--- src/rtl/fifo_gen_relay.sv ---
// fifo_gen_relay: FWFT relay FIFO with PIPE_LEVEL flop stages on the data path and on the credit path.
// The sink-side buffer holds DEPTH entries so that it can absorb every write already in flight.
module fifo_gen_relay #(
    parameter int DATA_WIDTH = 32,
    parameter int DEPTH      = 16,
    parameter int PIPE_LEVEL = 2
) (
    input  logic                         clk,
    input  logic                         rst_n,
    input  logic                         s_data_vld,
    input  logic [DATA_WIDTH-1:0]        s_data,
    output logic                         s_read,
    output logic                         m_data_vld,
    output logic [DATA_WIDTH-1:0]        m_data,
    input  logic                         m_read,
    output logic [$clog2(DEPTH+1)-1:0]   count,
    output logic                         overflow
);
    localparam int ADDR_WIDTH = $clog2(DEPTH);
    localparam int CNT_WIDTH  = $clog2(DEPTH+1);

    logic                  wr_en, full, pop, wr_acc;
    logic [DATA_WIDTH-1:0] wr_data;
    logic [ADDR_WIDTH-1:0] wr_ptr_q, wr_ptr_d, rd_ptr_q, rd_ptr_d;
    logic [CNT_WIDTH-1:0]  count_q, count_d;
    logic                  overflow_q, overflow_d;
    logic [DATA_WIDTH-1:0] mem [DEPTH];

    always_comb begin
        full       = count_q == CNT_WIDTH'(DEPTH);
        pop        = m_read && count_q != '0;
        wr_acc     = wr_en && (!full || pop);
        wr_ptr_d   = wr_acc ? wr_ptr_q + 1'b1 : wr_ptr_q;
        rd_ptr_d   = pop ? rd_ptr_q + 1'b1 : rd_ptr_q;
        count_d    = count_q + CNT_WIDTH'(wr_acc) - CNT_WIDTH'(pop);
        overflow_d = overflow_q || (wr_en && full && !pop);
    end

    always_ff @(posedge clk or negedge rst_n) begin
        if (!rst_n) begin
            wr_ptr_q   <= '0;
            rd_ptr_q   <= '0;
            count_q    <= '0;
            overflow_q <= 1'b0;
        end else begin
            wr_ptr_q   <= wr_ptr_d;
            rd_ptr_q   <= rd_ptr_d;
            count_q    <= count_d;
            overflow_q <= overflow_d;
        end
    end

    // Storage is left unreset; m_data is only meaningful while m_data_vld is high.
    always_ff @(posedge clk) begin
        if (wr_acc) mem[wr_ptr_q] <= wr_data;
    end

    assign m_data_vld = count_q != '0;
    assign m_data     = mem[rd_ptr_q];
    assign count      = count_q;
    assign overflow   = overflow_q;

    if (PIPE_LEVEL == 0) begin : g_direct
        assign wr_en   = s_data_vld;
        assign wr_data = s_data;
        assign s_read  = !full || pop;
    end else begin : g_pipe
        logic [PIPE_LEVEL-1:0] vld_q, cr_q;
        logic [DATA_WIDTH-1:0] dat_q [PIPE_LEVEL];
        logic                  credit;
        // Headroom of 2*PIPE_LEVEL covers writes granted during the credit round trip.
        assign credit = count_q < CNT_WIDTH'(DEPTH - 2*PIPE_LEVEL);
        always_ff @(posedge clk or negedge rst_n) begin
            if (!rst_n) begin
                vld_q <= '0;
                cr_q  <= '1;
            end else begin
                vld_q[0] <= s_data_vld;
                cr_q[0]  <= credit;
                for (int i = 1; i < PIPE_LEVEL; i++) begin
                    vld_q[i] <= vld_q[i-1];
                    cr_q[i]  <= cr_q[i-1];
                end
            end
        end
        always_ff @(posedge clk) begin
            if (s_data_vld) dat_q[0] <= s_data;
            for (int i = 1; i < PIPE_LEVEL; i++)
                if (vld_q[i-1]) dat_q[i] <= dat_q[i-1];
        end
        assign wr_en   = vld_q[PIPE_LEVEL-1];
        assign wr_data = dat_q[PIPE_LEVEL-1];
        assign s_read  = cr_q[PIPE_LEVEL-1];
    end
endmodule
--- config.mk ---
export PLATFORM = sky130hd
export DESIGN_NAME = fifo_gen_relay
export DESIGN_NICKNAME = d
export VERILOG_FILES = /design/src/rtl/fifo_gen_relay.sv
export SDC_FILE = /design/constraint.sdc
export NUM_CORES = 1
export LEC_CHECK = 0
export CORE_UTILIZATION = 55
export CTS_BUF_LIST = sky130_fd_sc_hd__clkbuf_4 sky130_fd_sc_hd__clkbuf_8
export DETAILED_ROUTE_END_ITERATION = 10
export GPL_TIMING_DRIVEN = 0
export PLACE_DENSITY = 0.73
export SLEW_MARGIN = 40
export SYNTH_ARGS = -nofsm -noshare
export SYNTH_HDL_FRONTEND = slang
export SYNTH_SLANG_ARGS = --single-unit
export TNS_END_PERCENT = 50
--- constraint.sdc ---
create_clock -name clk -period 4.56 [get_ports clk]
set_clock_uncertainty 0.05 [all_clocks]
set_input_delay 0.456 -clock clk [delete_from_list [all_inputs] [get_ports clk]]
set_output_delay 0.456 -clock clk [all_outputs]
set_load 0.005 [all_outputs]
==> results.md <==
* Outcome: finished, final reports clean
* Post-Syn Area at 22400 sq um
* Global route total overflow at 0
* Routed wire length at 47.3 mm
* Synthesized area per cell at 20.8 sq um
* PortBufs at 75
* End of the worst hold path: g_pipe.dat_q[0][18]
* Length of the first detailed-routing pass in iterations at 5
* Top-area cell type share of the netlist area at 0.771
* FF+latch count, synth at 594
* TritonCTS clock tree: done
* Area of the core at 40000 sq um
* Share of flip-flops with an asynchronous set or reset at 0.0303
* Dominant synthesized flop cell: sky130_fd_sc_hd__edfxtp_1
* Biggest cell delay along the critical path at 0.69 ns
* Count of distinct cell types in the synthesized netlist at 32
* Hold path cells at 1
* YS warnings at 0
* PD cells at 625 nW/um^2
* Total vias in the final route at 11319
* Rows at 73
* Drt wl/cell at 24.9 um
* RSZ-0062 raised after global routing: no
* # nets final at 1348
* Shortest clock period the worst path allows after layout at 3.78 ns
* Cells resized by post-CTS repair at 0
* Detailed-placement wirelength estimate at 30.5 mm
* Number of sinks handled by clock tree synthesis at 594
* Initial Util at 0.561
* Launch point of the worst reg-to-reg path: count[2]
* Antenna violation net count after detailed routing at 0
* Post-CTS setup buffer count at 0
* Highest ir drop seen on vdd at 371 uV
* Gr busiest metal: met2
* Total setup violations reported at the end of the flow at 0
* Number of violations reported at the end of detailed-routing iteration 0 at 1042
* Crit path launch type: register
* Global routing met2 resource utilization at 0.380
* Area contributors post-synth: sky130_fd_sc_hd__edfxtp_1 (77%), sky130_fd_sc_hd__mux4_2 (6.2%), sky130_fd_sc_hd__mux2i_1 (5.7%), sky130_fd_sc_hd__a221oi_1 (2.5%), sky130_fd_sc_hd__dfrtp_1 (1.8%)
* Final hold viol count at 0
* Count of maximum capacitance violations at 0
* Worst hold path class: input port to register
* Share of post-route cells with drive strength above 1 at 0.233
* Final Hold Slack at 0.172 ns
* FF-to-FF path depth at 9
* Clock network latency to the later pin of the worst-skew pair at 0.64 ns
* Vias in the first global route at 11547
* Leading cell types by count after synthesis: sky130_fd_sc_hd__edfxtp_1 (576), sky130_fd_sc_hd__mux2i_1 (128), sky130_fd_sc_hd__a221oi_1 (64)
* Total nets after synthesis at 1126
* Height of the die at 204 um
* Most frequent cell after synthesis: sky130_fd_sc_hd__edfxtp_1
* Number of enable-type register cells in the synthesized netlist at 576
* Worst-Margin Slew at 0.858 ns
* Leakage at 0.00911 uW
* Top achievable clock speed at 265 MHz
* Worst relative slew slack at 0.428
* Bufs on Longest Clock Path at 3
* CTS Hold Buffers Added at 1
* Initial antenna violation count at 0
* GP Congestion at 0.750
* Register clock-pin slew on the reported worst setup and hold paths at 0.06 ns
* Wire length of the first global-routing pass at 71.0 mm
* Number of diodes added for antenna fixing at 0
* Post-synthesis sequential area ratio at 0.791
* Met1 demand-to-capacity share in global routing at 0.328
* Pins over their slew limit at 0
* Setup crit end kind: output port
* H-Tree Depth at 3
* Hold Path Origin: s_data_vld
* GRT met3 Usage at 0.0423
* Aggregate negative setup slack at 0 ns
* Critical Path, Cell by Cell: buf_2, clkbuf_1, mux4_2, a22oi_1, nand2_1, clkdlybuf4s50_1
* WP data required at 4.05 ns
* Ratio of routed vias to standard cells at 5.95
* CP Data Arrival Time at 3.27 ns
* Clock tree root driver cell: sky130_fd_sc_hd__clkbuf_8
* Number of CTS-inserted buffers at 94
* Die area at 41600 sq um
* I/O Pins at 76
* DR DRC count at 0
* Die outline width at 204 um
* Signed area change from the synthesized netlist to the final layout at 18.3%
* Share of the clock period used by the worst path at 0.829
* Cell taking the most area after synthesis: sky130_fd_sc_hd__edfxtp_1
* Reg-to-reg setup timing slack at 1.28 ns
* Slowest-stage cell, CP: sky130_fd_sc_hd__clkbuf_1
* Setup CP Type: register to output port
* Largest net degree at the start of global routing at 21
* Reg2reg end: mem[3][11]
* Gate count after technology mapping at 1077
* Total Routing Usage GR at 0.236
* Max Fanout on Critical Path at 10
[worst max-delay path, delay by kind of cell (launching register included)]
kind            cells  cell delay [ns]
buf+inv             3             1.50
flops               1             0.41
compound gates      1             0.20
simple gates        1             0.10
mux                 1             0.41
[per-layer routing]
metal	wire length [um]	share of wire
met5	0	0
met3	2950	0.062
met2	23100	0.49
met1	20100	0.43
met4	1110	0.023
[how the worst max path moves through the flow]
stage | from | to | slack, ns | depth (start not counted)
after floorplan | count[2] | mem[3][0] | 0.48 | 6
after global placement | m_read | mem[0][17] | -2.34 | 5
after detailed placement | m_read | mem[2][16] | 1.17 | 8
after CTS | rd_ptr_q[1] | m_data[23] | 0.70 | 6
after global routing | rd_ptr_q[2] | m_data[17] | 0.58 | 7
final | rd_ptr_q[1] | m_data[25] | 0.78 | 6
[power breakdown]
part | total, uW | internal (uW) | switching (uW) | leakage (uW)
Combinational | 5200 | 2360 | 2830 | 0.00266
Clock | 4480 | 2460 | 2020 | 0.000992
Sequential | 6930 | 6670 | 264 | 0.00546
[state kept, by name (all words and copies together) (netlist names)]
register,flops
g_pipe.dat_q,64
overflow,1
wr_ptr_q,4
g_pipe.cr_q,2
mem,512
count,5
g_pipe.vld_q,2
rd_ptr_q,4
[final cells by class]
cell class                      instances  area, sq um
Inverter                               12         45.0
Clock buffer                          128         1610
Sequential cell                       594        17800
Fill cell                            2622        13500
Timing Repair Buffer                  126         1440
Buffer                                 55          373
Clock inverter                         47          290
Multi-Input combinational cell        416         4380
Tap cell                              525          657
[per-stage QoR]
step	setup slack [ns]	total power (uW)	cell area (sq um)	std cells	util
after floorplan	0.484	10000	22400	1077	-
after global placement	-2.34	12000	23800	1677	0.596
after detailed placement	1.17	12300	24600	1727	0.616
after CTS	0.705	16700	26500	1903	0.664
after global routing	0.585	17400	26500	1903	0.664
final	0.782	16600	26500	1903	0.664
[placed cells by master, fill, tap and decap left out, drive strengths merged, types with 2 or more instances in the layout]
master           n
a21oi            4
a221oi          64
a22oi           32
buf             90
bufinv           3
clkbuf         145
clkdlybuf4s50   73
clkinv          39
clkinvlp         4
dfrtp           16
dfstp            2
edfxtp         576
ha              12
inv             13
mux2i          128
mux4            64
nand2           40
nand2b           2
nor2            14
nor3             4
o21ai           33
xnor2            6
xor2             3
[cells by family after synthesis]
logic type,synth area share
simple gates,0.0119
mux,0.122
flops,0.791
compound gates,0.0453
xor+xnor,0.00351
buf+inv,0.0185
fa+ha+maj,0.00758
No activity file was read; power rests on OpenSTA's default activity.
